[src/rtl/instr_fetch_pkg.sv]
// Package fetch_pkg: shared types and constants for the instruction fetch unit.
//   fetch_state_t : IDLE / RUN / HALT sequencing states
//   HALT_INSTR    : instruction word that stops execution
//   *_DEF         : default widths (PC, instruction, jump-LUT index)
//   JUMP_LUT      : absolute jump targets, indexed by JumpIdx
package fetch_pkg;

    localparam int PC_W_DEF      = 8;
    localparam int INSTR_W_DEF   = 9;
    localparam int LUT_IDX_W_DEF = 4;

    localparam logic [INSTR_W_DEF-1:0] HALT_INSTR = 9'h1FF;

    typedef enum logic [1:0] {
        IDLE = 2'd0,
        RUN  = 2'd1,
        HALT = 2'd2
    } fetch_state_t;

    localparam logic [PC_W_DEF-1:0] JUMP_LUT [2**LUT_IDX_W_DEF] = '{
        8'h00, 8'h18, 8'h2C, 8'h47, 8'h55, 8'h60, 8'h6A, 8'h7F,
        8'h80, 8'h93, 8'hA0, 8'hB4, 8'hC8, 8'hD0, 8'hE6, 8'hF8
    };

endpackage

[src/rtl/instr_fetch_if.sv]
// Interface instr_fetch_if: control and ROM signals between the fetch unit
// (master) and its surroundings: sequencer, branch/jump logic, InstrROM,
// decode (slave).
//   slave -> master : Start, StartAddr, Stall, BranchTaken, BranchOffset,
//                     JumpEn, JumpIdx, InstrOut
//   master -> slave : InstrAddress, Instr, InstrValid, Done
interface instr_fetch_if
    import fetch_pkg::*;
#(
    parameter int PC_W      = PC_W_DEF,
    parameter int INSTR_W   = INSTR_W_DEF,
    parameter int LUT_IDX_W = LUT_IDX_W_DEF
);
    logic                 Start;
    logic [PC_W-1:0]      StartAddr;
    logic                 Stall;
    logic                 BranchTaken;
    logic [PC_W-1:0]      BranchOffset;
    logic                 JumpEn;
    logic [LUT_IDX_W-1:0] JumpIdx;
    logic [INSTR_W-1:0]   InstrOut;
    logic [PC_W-1:0]      InstrAddress;
    logic [INSTR_W-1:0]   Instr;
    logic                 InstrValid;
    logic                 Done;

    modport master (
        input  Start, StartAddr, Stall, BranchTaken, BranchOffset,
               JumpEn, JumpIdx, InstrOut,
        output InstrAddress, Instr, InstrValid, Done
    );

    modport slave (
        output Start, StartAddr, Stall, BranchTaken, BranchOffset,
               JumpEn, JumpIdx, InstrOut,
        input  InstrAddress, Instr, InstrValid, Done
    );
endinterface

[src/rtl/instr_fetch_jump_lut.sv]
// Module jump_lut: combinational jump-target table.
//   jumpIdx in  LUT_IDX_W  table index
//   target  out PC_W       absolute PC for the jump
module jump_lut
    import fetch_pkg::*;
#(
    parameter int PC_W      = PC_W_DEF,
    parameter int LUT_IDX_W = LUT_IDX_W_DEF
) (
    input  logic [LUT_IDX_W-1:0] jumpIdx,
    output logic [PC_W-1:0]      target
);
    assign target = PC_W'(JUMP_LUT[jumpIdx]);
endmodule

[src/rtl/instr_fetch.sv]
// Module instr_fetch: program counter / fetch sequencer.
//   Clk        in   rising-edge clock
//   Reset_n    in   asynchronous active-low reset
//   bus        master modport of instr_fetch_if (start, flow control,
//              ROM address/data, decoded-instruction output, Done)
//   CycleCount out  16-bit RUN-cycle counter, present only when the
//              FETCH_CYCLE_COUNT_EN macro is defined
// Start restarts from any state. In RUN, Stall holds everything. Otherwise
// halt > jump > branch > increment. The ROM is combinational, so Instr follows
// InstrAddress in the same cycle.
module instr_fetch
    import fetch_pkg::*;
#(
    parameter int PC_W      = PC_W_DEF,
    parameter int INSTR_W   = INSTR_W_DEF,
    parameter int LUT_IDX_W = LUT_IDX_W_DEF
) (
    input  logic             Clk,
    input  logic             Reset_n,
    instr_fetch_if.master    bus
`ifdef FETCH_CYCLE_COUNT_EN
    ,
    output logic [15:0]      CycleCount
`endif
);
    fetch_state_t    stateQ, stateD;
    logic [PC_W-1:0] pcQ, pcD;
    logic [PC_W-1:0] jumpTarget;
    logic            isHalt;

    jump_lut #(.PC_W(PC_W), .LUT_IDX_W(LUT_IDX_W)) uLut (
        .jumpIdx (bus.JumpIdx),
        .target  (jumpTarget)
    );

    assign isHalt = (bus.InstrOut == INSTR_W'(HALT_INSTR));

    // State register
    always_ff @(posedge Clk or negedge Reset_n) begin
        if (!Reset_n) stateQ <= IDLE;
        else          stateQ <= stateD;
    end

    // Next state
    always_comb begin
        stateD = stateQ;
        if (bus.Start)
            stateD = RUN;
        else if (stateQ == RUN && !bus.Stall && isHalt)
            stateD = HALT;
    end

    // Outputs
    always_comb begin
        bus.InstrAddress = pcQ;
        bus.InstrValid   = (stateQ == RUN);
        bus.Done         = (stateQ == HALT);
        bus.Instr        = (stateQ == RUN) ? bus.InstrOut : '0;
    end

    // Next PC. The branch add is done at PC width, so a two's-complement
    // offset sign-extends for free and the sum wraps mod 2**PC_W.
    always_comb begin
        pcD = pcQ;
        if (bus.Start)
            pcD = bus.StartAddr;
        else if (stateQ == RUN && !bus.Stall && !isHalt) begin
            if (bus.JumpEn)
                pcD = jumpTarget;
            else if (bus.BranchTaken)
                pcD = pcQ + bus.BranchOffset;
            else
                pcD = pcQ + PC_W'(1);
        end
    end

    always_ff @(posedge Clk or negedge Reset_n) begin
        if (!Reset_n) pcQ <= '0;
        else          pcQ <= pcD;
    end

`ifdef FETCH_CYCLE_COUNT_EN
    // Counts every edge spent in RUN, stalls included, plus the edge that halts.
    always_ff @(posedge Clk or negedge Reset_n) begin
        if (!Reset_n)
            CycleCount <= '0;
        else if (bus.Start)
            CycleCount <= '0;
        else if (stateQ == RUN && CycleCount != 16'hFFFF)
            CycleCount <= CycleCount + 16'd1;
    end
`endif

endmodule

[src/flat_wrapper.sv]
// flat-port wrapper written by rule: the top's interface ports become plain ports
module instr_fetch_flat import fetch_pkg::*;
#(
    parameter int PC_W      = PC_W_DEF,
    parameter int INSTR_W   = INSTR_W_DEF,
    parameter int LUT_IDX_W = LUT_IDX_W_DEF
)
  (Clk, Reset_n, bus_Start, bus_StartAddr, bus_Stall, bus_BranchTaken, bus_BranchOffset, bus_JumpEn, bus_JumpIdx, bus_InstrOut, bus_InstrAddress, bus_Instr, bus_InstrValid, bus_Done);
  instr_fetch_if #(.PC_W(PC_W), .INSTR_W(INSTR_W), .LUT_IDX_W(LUT_IDX_W)) bus_i ();
  input  logic Clk;
  input  logic Reset_n;
  input wire logic [$bits(bus_i.Start)-1:0] bus_Start;
  input wire logic [$bits(bus_i.StartAddr)-1:0] bus_StartAddr;
  input wire logic [$bits(bus_i.Stall)-1:0] bus_Stall;
  input wire logic [$bits(bus_i.BranchTaken)-1:0] bus_BranchTaken;
  input wire logic [$bits(bus_i.BranchOffset)-1:0] bus_BranchOffset;
  input wire logic [$bits(bus_i.JumpEn)-1:0] bus_JumpEn;
  input wire logic [$bits(bus_i.JumpIdx)-1:0] bus_JumpIdx;
  input wire logic [$bits(bus_i.InstrOut)-1:0] bus_InstrOut;
  output wire logic [$bits(bus_i.InstrAddress)-1:0] bus_InstrAddress;
  output wire logic [$bits(bus_i.Instr)-1:0] bus_Instr;
  output wire logic [$bits(bus_i.InstrValid)-1:0] bus_InstrValid;
  output wire logic [$bits(bus_i.Done)-1:0] bus_Done;
  assign bus_i.Start = bus_Start;
  assign bus_i.StartAddr = bus_StartAddr;
  assign bus_i.Stall = bus_Stall;
  assign bus_i.BranchTaken = bus_BranchTaken;
  assign bus_i.BranchOffset = bus_BranchOffset;
  assign bus_i.JumpEn = bus_JumpEn;
  assign bus_i.JumpIdx = bus_JumpIdx;
  assign bus_i.InstrOut = bus_InstrOut;
  assign bus_InstrAddress = bus_i.InstrAddress;
  assign bus_Instr = bus_i.Instr;
  assign bus_InstrValid = bus_i.InstrValid;
  assign bus_Done = bus_i.Done;
  instr_fetch #(.PC_W(PC_W), .INSTR_W(INSTR_W), .LUT_IDX_W(LUT_IDX_W)) u_core (.Clk(Clk), .Reset_n(Reset_n), .bus(bus_i));
endmodule
[config.mk]
export PLATFORM = sky130hd
export DESIGN_NAME = instr_fetch_flat
export DESIGN_NICKNAME = d
export VERILOG_FILES = /design/src/rtl/instr_fetch_pkg.sv /design/src/rtl/instr_fetch_if.sv /design/src/rtl/instr_fetch_jump_lut.sv /design/src/rtl/instr_fetch.sv /design/src/flat_wrapper.sv
export SDC_FILE = /design/constraint.sdc
export NUM_CORES = 1
export LEC_CHECK = 0
export CAP_MARGIN = 20
export CORE_MARGIN = 3
export CORE_UTILIZATION = 46
export CTS_BUF_LIST = sky130_fd_sc_hd__clkbuf_2 sky130_fd_sc_hd__clkbuf_4 sky130_fd_sc_hd__clkbuf_8
export DETAILED_ROUTE_END_ITERATION = 16
export GPL_TIMING_DRIVEN = 1
export PLACE_DENSITY_LB_ADDON = 0.15
export SETUP_SLACK_MARGIN = 0.05
export SYNTH_ARGS = -nofsm -noshare
export SYNTH_HDL_FRONTEND = slang
export SYNTH_SLANG_ARGS = --single-unit
[constraint.sdc]
create_clock -name Clk -period 3 [get_ports Clk]
set_input_delay 0.3 -clock Clk [delete_from_list [all_inputs] [get_ports Clk]]
set_output_delay 0.3 -clock Clk [all_outputs]
set_load 0.005 [all_outputs]
==> results of run 1 <==
## synth_stat cells (2+ instances only)
master | number | area (um^2)
nand4_1 | 4 | 25.02
nand2_1 | 15 | 56.30
o211ai_1 | 4 | 30.03
a21o_1 | 2 | 15.01
a21oi_1 | 10 | 50.05
o21ai_0 | 7 | 35.03
o311ai_0 | 3 | 26.28
or2_2 | 2 | 12.51
and3_1 | 2 | 12.51
nor2b_1 | 4 | 25.02
nor2_1 | 9 | 33.78
mux2i_1 | 2 | 20.02
dfrtp_1 | 10 | 250.2
clkbuf_1 | 6 | 22.52
ha_1 | 10 | 125.1
nand2b_1 | 2 | 12.51
nand3_1 | 3 | 15.01
o311a_1 | 2 | 20.02
mux4_2 | 2 | 45.04
nor3_1 | 3 | 15.01
o221ai_1 | 2 | 17.52
o21a_1 | 3 | 22.52
and2_1 | 15 | 93.84
inv_1 | 13 | 48.80
buf_2 | 2 | 10.01
o2111ai_1 | 2 | 17.52
## power breakdown
part / leakage, nW / switching [mW] / internal, mW
clock network: 0.0138 / 0.0533 / 0.0466
registers: 0.119 / 0.0134 / 0.148
logic: 0.605 / 0.112 / 0.145
## worst paths after layout
kind / start / to / slack, ns / cells past startpoint
min reg2reg: u_core.stateQ[0]$_DFFE_PN0P_ / u_core.stateQ[0]$_DFFE_PN0P_ / 0.50 / 2
max: bus_BranchTaken / u_core.bus.InstrAddress[4]$_DFFE_PN0P_ / 0.67 / 10
max reg2reg: u_core.stateQ[0]$_DFFE_PN0P_ / u_core.bus.InstrAddress[7]$_DFFE_PN0P_ / 0.83 / 5
min in group Clk: u_core.stateQ[0]$_DFFE_PN0P_ / u_core.stateQ[0]$_DFFE_PN0P_ / 0.50 / 2
max in group asynchronous: Reset_n / u_core.bus.InstrAddress[0]$_DFFE_PN0P_ / 2.27 / 1
min: Reset_n / u_core.bus.InstrAddress[6]$_DFFE_PN0P_ / 0.36 / 1
## worst max-delay path: cells and delay by family
family	cells	cell delay, ns
buf+inv	2	0.60
compound gates	3	0.65
fa+ha+maj	2	0.56
simple gates	3	0.38
## layer usage
layer | vias to the layer above | part of all wire, %
met3 | 11 | 6.1
li1 | 645 | -
met5 | - | 0
met2 | 65 | 49
met4 | 0 | 3.0
met1 | 610 | 42
## logic make-up after synthesis
group                      after synthesis  synth area share [%]
AOI/OAI and AO/OA                       42                 25.29
adders and majority gates               11                 12.12
buffers and inverters                   22                 7.733
DFF                                     10                 20.90
and+or+nand+nor                         62                 27.06
xor gates and xnor gates                 2                 1.463
muxes                                    4                 5.433
## cell type report
type | count | area, um^2 | share of cell area [%]
Tap cell | 28 | 35.03 | 2.011
Sequential cell | 10 | 250.2 | 14.37
Inverter | 13 | 48.80 | 2.802
Multi-Input combinational cell | 121 | 854.6 | 49.07
Clock buffer | 3 | 22.52 | 1.293
Timing Repair Buffer | 53 | 530.5 | 30.46
## sequential cells by signal, summed over array words and instances (netlist names)
register	cells
u_core.stateQ	2
u_core.bus.InstrAddress	8
## through the flow
stage | setup slack [ns] | util [%] | cells | hold slack (ns)
3_3_place_gp | 0.4889 | 73.48 | 225 | 0.4808
2_1_floorplan | 1.159 | - | 153 | 0.004409
3_5_place_dp | 0.4034 | 73.48 | 225 | 0.4882
6_report | 0.6731 | 74.44 | 228 | 0.3620
5_1_grt | 0.5359 | 74.44 | 228 | 0.4084
4_1_cts | 0.6874 | 74.44 | 228 | 0.3845
==> results.md, run 1 <==
- Die height: about 57 um
- Total leakage power: around 0.74 nW
- Status: finished clean
- Max-cap violations: 0
- Highest Clock Rate: roughly 430 MHz
- Routed vias: about 1300
- Initial Utilization: between 50% and 60%
- Hold bufs inserted after CTS: 0
- Number of global-route vias before repair: ~1400
- RSZ-0062 raised after global routing: false
- Wirelength, routed: 3583 um
- Async S/R FF share, synth: 100.0%
- Setup violators final: 0
- Gpl congestion: around 0.96
- Top Ports: 54
- Synth Register Bits: 10
- GR peak layer: met2
- Final hold vios: 0
- H-tree levels: 1
- Post-CTS resize count: 0
- Pwr Density: a little under 300 nW/um^2
- Worst Setup Path Type: primary input to register
- First-pass GRT wire length: 5982 um
- Slew Limit Headroom: a little under three fifths
- Drt pass-1 iters: 4
- Worst skew pair latency: between 0.2 and 0.3 ns
- Syn_nets: 199
- YS warnings: 0
- All-Layer GR Usage: between 20% and 30%
- Die Span X: 57.02 um
- Met1 Use GR: ~28%
- Hold/Removal Path Class: primary input to async pin
- DRT antenna net count: 0
- Distinct cells, synth: 40
- Pin count of the biggest net entering global routing: 20
- Clk slew on worst S/H paths: ~0.080 ns
- Fin area: 1742 um^2
- Critical-path cell list: clkdlybuf4s50_1 > nand2b_1 > ha_1 > inv_1 > fa_1 > nor2b_1 > o21a_1 > nor3_1 > o311a_1 > o31ai_1
- Die area: between 3000 and 4000 um^2
- Global route overflow: 0
- Share of layout cells above drive strength 1: roughly 4.5%
- Setup Fix Bufs, Post-CTS: 0
- Via density per instance: roughly 6
- CTS tree: built
- Final setup skew: 0.01168 ns
- Buffer levels on the longest clock path: 2
- Max incr delay on CP: approximately 0.54 ns
- DRC errors left: 0
- GRT met3 Usage: 2.489%
- Final HPWL DP: approximately 2900 um
- CP Max Fanout: 8
- Initial DRC Count: 31
- Slew Limit Fails: 0
- Seq/Total Area, Yosys: a little over a fifth
- Avg Cell Area, Syn: just under 8 um^2
- CTS Buf Count: 3
- Root Buffer: clkbuf_4
- Post-Syn Area: between 1000 and 1500 um^2
- Initial antenna violation count: 0
- Post-Synthesis Cells: ~150
- FP Rows: 17
- Slew @ Worst Pin: 0.6542 ns
- Setup TNS: 0 ns
- Core area: roughly 2300 um^2
- P&R area growth vs syn: 45.45%
- CP Data Required Time: between 3 and 4 ns
- Most common cell after layout, fill and taps aside: clkdlybuf4s50_1
- TritonCTS Sinks: 10
- Startpoint types: primary input
- PortBufs: between 50 and 60
- Critical Path Sink Type: register
- Period minus WS final: approximately 2.3 ns
- Placed cell area: approximately 1700 um^2
- Met2 usage: 39.97%
- Ant. Diodes: 0
- Routed WL per cell: about 16 um
- Commonest non-fill, non-tap cells in the layout: 53 x clkdlybuf4s50_1, 15 x nand2_1, 15 x and2_1
- Total power: around 520 uW
- Tcrit/Tclk final: between 70% and 80%
- Critical path's slowest cell: clkdlybuf4s50_1
- Net count, final: roughly 250
- Fillers: 193
- Crit path arrival time: 2.51 ns
- Post-synth top flop: dfrtp_1
- Max VDD drop: between 0.0002 and 0.00025 V
- Post-synth EDFFs: 0
No activity file was read; power rests on OpenSTA's default activity.
==> run 2, diff against run 1 <==
--- a/config.mk
+++ b/config.mk
@@ -7,7 +7,7 @@
 export LEC_CHECK = 0
 export CAP_MARGIN = 20
 export CORE_MARGIN = 3
-export CORE_UTILIZATION = 46
+export CORE_UTILIZATION = 43
 export CTS_BUF_LIST = sky130_fd_sc_hd__clkbuf_2 sky130_fd_sc_hd__clkbuf_4 sky130_fd_sc_hd__clkbuf_8
 export DETAILED_ROUTE_END_ITERATION = 16
 export GPL_TIMING_DRIVEN = 1
==> constraint.sdc (replaced) <==
create_clock -name Clk -period 2.4 [get_ports Clk]
set_input_delay 0.24 -clock Clk [delete_from_list [all_inputs] [get_ports Clk]]
set_output_delay 0.24 -clock Clk [all_outputs]
set_load 0.005 [all_outputs]
==> results.md, run 2 (synthesis results as in run 1) <==
- Highest Clock Rate: between 400 and 500 MHz
- Placed cell area: around 1800 um^2
- Crit. Startpoint: bus_BranchOffset[2]
- Commonest non-fill, non-tap cells in the layout: 52 x clkdlybuf4s50_1, 15 x nand2_1, 15 x and2_1
- Ant. Diodes: 0
- Period minus WS final: roughly 2.2 ns
- Critical Path Sink Type: register
- Wirelength, routed: between 3000 and 4000 um
- Fin area: about 1800 um^2
- Tcrit/Tclk final: 90.26%
- Global route overflow: 0
- Slew Limit Fails: 0
- Pwr Density: 389.4 nW/um^2
- Clk slew on worst S/H paths: ~0.080 ns
- Root Buffer: clkbuf_4
- H-tree levels: 1
- Hold/Removal Path Class: primary input to async pin
- Initial DRC Count: 75
- Most common cell after layout, fill and taps aside: clkdlybuf4s50_1
- Routed vias: between 1000 and 1500
- Number of global-route vias before repair: 1321
- Buffer levels on the longest clock path: 2
- Net count, final: roughly 260
- Startpoint types: primary input
- R2R depth: 6
- R2R setup slack: 0.33 ns
- CP Data Required Time: ~2.5 ns
- Final setup skew: about 0.0060 ns
- TritonCTS Sinks: 10
- Drt pass-1 iters: 4
- Final hold vios: 0
- Via density per instance: around 5.7
- Crit path arrival time: ~2.3 ns
- All-Layer GR Usage: around 22%
- Final worst slack: between 0.2 and 0.25 ns
- Finished Layout Cells: ~240
- Worst Setup Path Type: primary input to register
- CTS tree: built
- Top Ports: 54
- DRT antenna net count: 0
- Initial antenna violation count: 0
- Die Span X: a little under 60 um
- Max-cap violations: 0
- CP Max Fanout: 4
- Die height: around 60 um
- Slew Limit Headroom: approximately two thirds
- Hold bufs inserted after CTS: 0
- Max VDD drop: ~0.00034 V
- P&R area growth vs syn: 52.04%
- CTS Buf Count: 3
- Setup TNS: 0 ns
- Setup Fix Bufs, Post-CTS: 0
- Core area: 2567 um^2
- Status: finished clean
- Total power: slightly above 700 uW
- Setup violators final: 0
- Post-CTS resize count: 0
- Gpl congestion: slightly below 0.9
- PortBufs: 53
- Max FFs per register: 8
- Final HPWL DP: 2825 um
- Routed WL per cell: roughly 15 um
- Reg2reg start: u_core.bus.InstrAddress[2]$_DFFE_PN0P_
- Slew @ Worst Pin: ~0.5 ns
- Share of layout cells above drive strength 1: under 10%
- First-pass GRT wire length: ~5800 um
- DRC errors left: 0
- Total leakage power: ~0.79 nW
- Pin count of the biggest net entering global routing: 20
- Pre-CTS setup slack: -0.1705 ns
- Die area: between 3000 and 4000 um^2
- Dpl cells: 235
- RSZ-0062 raised after global routing: false
- FP Rows: 18
- Worst skew pair latency: ~0.28 ns
- Initial Utilization: between 40% and 50%
[run 2: changes by cell type in the layout (fill, tap and decap cells not counted)]
cell / change
buf_4: +8
dlymetal6s2s_1: +1
clkdlybuf4s50_1: -1
clkbuf_8: +1
[run 2: power breakdown]
part | internal [mW] | switching, mW
sequential | 0.185 | 0.0171
clock | 0.0923 | 0.0718
combinational | 0.198 | 0.145
[run 2: worst max-delay path: stages]
cell and delay, ns:
clkdlybuf4s50_1 0.43, and2_1 0.17, ha_1 0.32, and3_1 0.23, a2111oi_2 0.40, xnor2_1 0.12
o2111ai_1 0.24, o311ai_0 0.17
[run 2: cell type report]
type,count,area (um^2)
multi-input combinational,121,854.6
fill,198,747.0
timing repair buffer,61,593.1
sequential,10,250.2
inverter,13,48.80
tap,30,37.54
clock buffer,4,36.28
[run 2: final timing paths]
path	to
worst min register to register	u_core.stateQ[0]$_DFFE_PN0P_
min in group Clk	u_core.stateQ[0]$_DFFE_PN0P_
worst max register to register	u_core.bus.InstrAddress[5]$_DFFE_PN0P_
max in group asynchronous	u_core.bus.InstrAddress[4]$_DFFE_PN0P_
worst min-delay path	u_core.bus.InstrAddress[5]$_DFFE_PN0P_
worst max-delay path	u_core.bus.InstrAddress[5]$_DFFE_PN0P_
[run 2: routing by layer]
layer,GRT usage [%],vias to the layer above,routed length (um)
met4,7.767,0,48
met1,27.41,627,1513
met3,2.412,5,298
li1,-,666,-
met5,0,-,0
met2,38.64,63,1715
[run 2: per-stage QoR]
step / hold slack (ns) / util (%)
floorplan: -0.05559 / -
global placement: 0.4783 / 69.40
detailed placement: 0.4852 / 69.40
CTS: 0.3136 / 70.81
global route: 0.3304 / 70.91
finish: 0.2918 / 70.91
==> run 3, diff against run 2 <==
--- a/config.mk
+++ b/config.mk
@@ -7,7 +7,7 @@
 export LEC_CHECK = 0
 export CAP_MARGIN = 20
 export CORE_MARGIN = 3
-export CORE_UTILIZATION = 43
+export CORE_UTILIZATION = 35
 export CTS_BUF_LIST = sky130_fd_sc_hd__clkbuf_2 sky130_fd_sc_hd__clkbuf_4 sky130_fd_sc_hd__clkbuf_8
 export DETAILED_ROUTE_END_ITERATION = 16
 export GPL_TIMING_DRIVEN = 1
==> results.md, run 3 (synthesis results as in run 1) <==
- First-pass GRT wire length: a little over 6000 um
- CP Max Fanout: 3
- Most common cell after layout, fill and taps aside: clkdlybuf4s50_1
- Top Ports: 54
- Pin count of the biggest net entering global routing: 16
- Worst skew pair latency: about 0.28 ns
- CTS Buf Count: 3
- Initial antenna violation count: 0
- Startpoint types: primary input
- Final setup skew: just over 0.009 ns
- RSZ-0062 raised after global routing: false
- TritonCTS Sinks: 10
- PortBufs: 53
- CTS tree: built
- Slew Limit Fails: 0
- Critical Path Sink Type: register
- P&R area growth vs syn: 52.25%
- Ant. Diodes: 0
- Commonest non-fill, non-tap cells in the layout: 52 x clkdlybuf4s50_1, 15 x nand2_1, 15 x and2_1
- Share of layout cells above drive strength 1: 7.729%
- Pwr Density: 382.0 nW/um^2
- Setup violators final: 0
- Max-cap violations: 0
- Die area: just over 4000 um^2
- Max VDD drop: between 0.0001 and 0.00015 V
- Hold_ws: about 0.3 ns
- Hold bufs inserted after CTS: 0
- Final HPWL DP: about 3000 um
- Crit path arrival time: between 2 and 2.5 ns
- Total power: 696.4 uW
- Number of global-route vias before repair: 1331
- Hold/Removal Path Class: primary input to async pin
- Slew Limit Headroom: 64.87%
- All-Layer GR Usage: 18.87%
- Global route overflow: 0
- Worst Setup Path Type: primary input to register
- Wirelength, routed: around 3700 um
- Initial DRC Count: 71
- Period minus WS final: ~2.1 ns
- Total leakage power: about 0.8 nW
- Highest Clock Rate: 474.0 MHz
- Routed WL per cell: roughly 15 um
- Finished Layout Cells: 251
- Max FFs per register: 8
- Dpl cells: between 200 and 250
- DRT antenna net count: 0
- Die Span X: 64.49 um
- Slew @ Worst Pin: 0.5253 ns
- Core area: between 3000 and 4000 um^2
- H-tree levels: 1
- CP Data Required Time: 2.58 ns
- Drt pass-1 iters: 4
- Clk slew on worst S/H paths: ~0.080 ns
- Initial Utilization: 37.98%
- Via density per instance: 5.363
- Final hold vios: 0
- Final worst slack: 0.2903 ns
- Die height: approximately 64 um
- Root Buffer: clkbuf_4
- Status: finished clean
- Routed vias: around 1300
- DRC errors left: 0
- Crit. Startpoint: bus_BranchOffset[0]
- FP Rows: 20
- Reg2reg start: u_core.bus.InstrAddress[0]$_DFFE_PN0P_
- Buffer levels on the longest clock path: 2
- Pre-CTS setup slack: -0.1346 ns
- Tcrit/Tclk final: between 80 and 90%
- Gpl congestion: ~0.86
- Net count, final: approximately 250
run 3: per-layer routing:
metal	GRT usage [%]	wire, um
met1	22.92	1622
met2	34.28	1844
met3	2.080	210
met4	6.596	69
met5	0	0
run 3: what timing repair did:
item | 4_1_cts | 5_1_grt
buffers inserted | 0 | 0
setup endpoints to repair | 0 | 2
resized for setup | 0 | 1
run 3: worst paths after layout:
path | depth (start not counted) | slack, ns | to
worst min register to register | 2 | 0.50 | u_core.stateQ[0]$_DFFE_PN0P_
worst min-delay path | 1 | 0.30 | u_core.bus.InstrAddress[6]$_DFFE_PN0P_
worst max-delay path | 10 | 0.29 | u_core.bus.InstrAddress[4]$_DFFE_PN0P_
worst max register to register | 8 | 0.42 | u_core.bus.InstrAddress[4]$_DFFE_PN0P_
min in group Clk | 2 | 0.50 | u_core.stateQ[0]$_DFFE_PN0P_
max in group asynchronous | 1 | 1.74 | u_core.bus.InstrAddress[2]$_DFFE_PN0P_
run 3: area by class of cell:
type | instances | area, um^2
Inverter | 13 | 48.80
Sequential cell | 10 | 250.2
Multi-Input combinational cell | 121 | 854.6
Tap cell | 44 | 55.05
Clock buffer | 4 | 36.28
Fill cell | 306 | 1330
Timing Repair Buffer | 59 | 578.1
run 3: where the power goes:
part | switching, mW | leakage [nW] | internal, mW | total (mW)
sequential | 0.0177 | 0.119 | 0.185 | 0.203
combinational | 0.142 | 0.642 | 0.191 | 0.334
clock | 0.0678 | 0.0210 | 0.0922 | 0.160
run 3: metrics by stage:
stage          cell area [um^2]  TNS (ns)  util (%)
6_report                   1823         0     57.82
5_1_grt                    1823         0     57.82
4_1_cts                    1821         0     57.74
3_5_place_dp               1784   -0.3873     56.59
3_3_place_gp               1784   -0.1016     56.59
2_1_floorplan              1197         0         -
run 3: worst max-delay path: stages:
cell and delay, ns:
clkdlybuf4s50_1 0.46, nand2b_1 0.11, ha_1 0.17, inv_1 0.06, fa_1 0.38, nor2b_1 0.16
o21a_1 0.17, nor3_1 0.06, o311a_1 0.29, o31ai_1 0.20
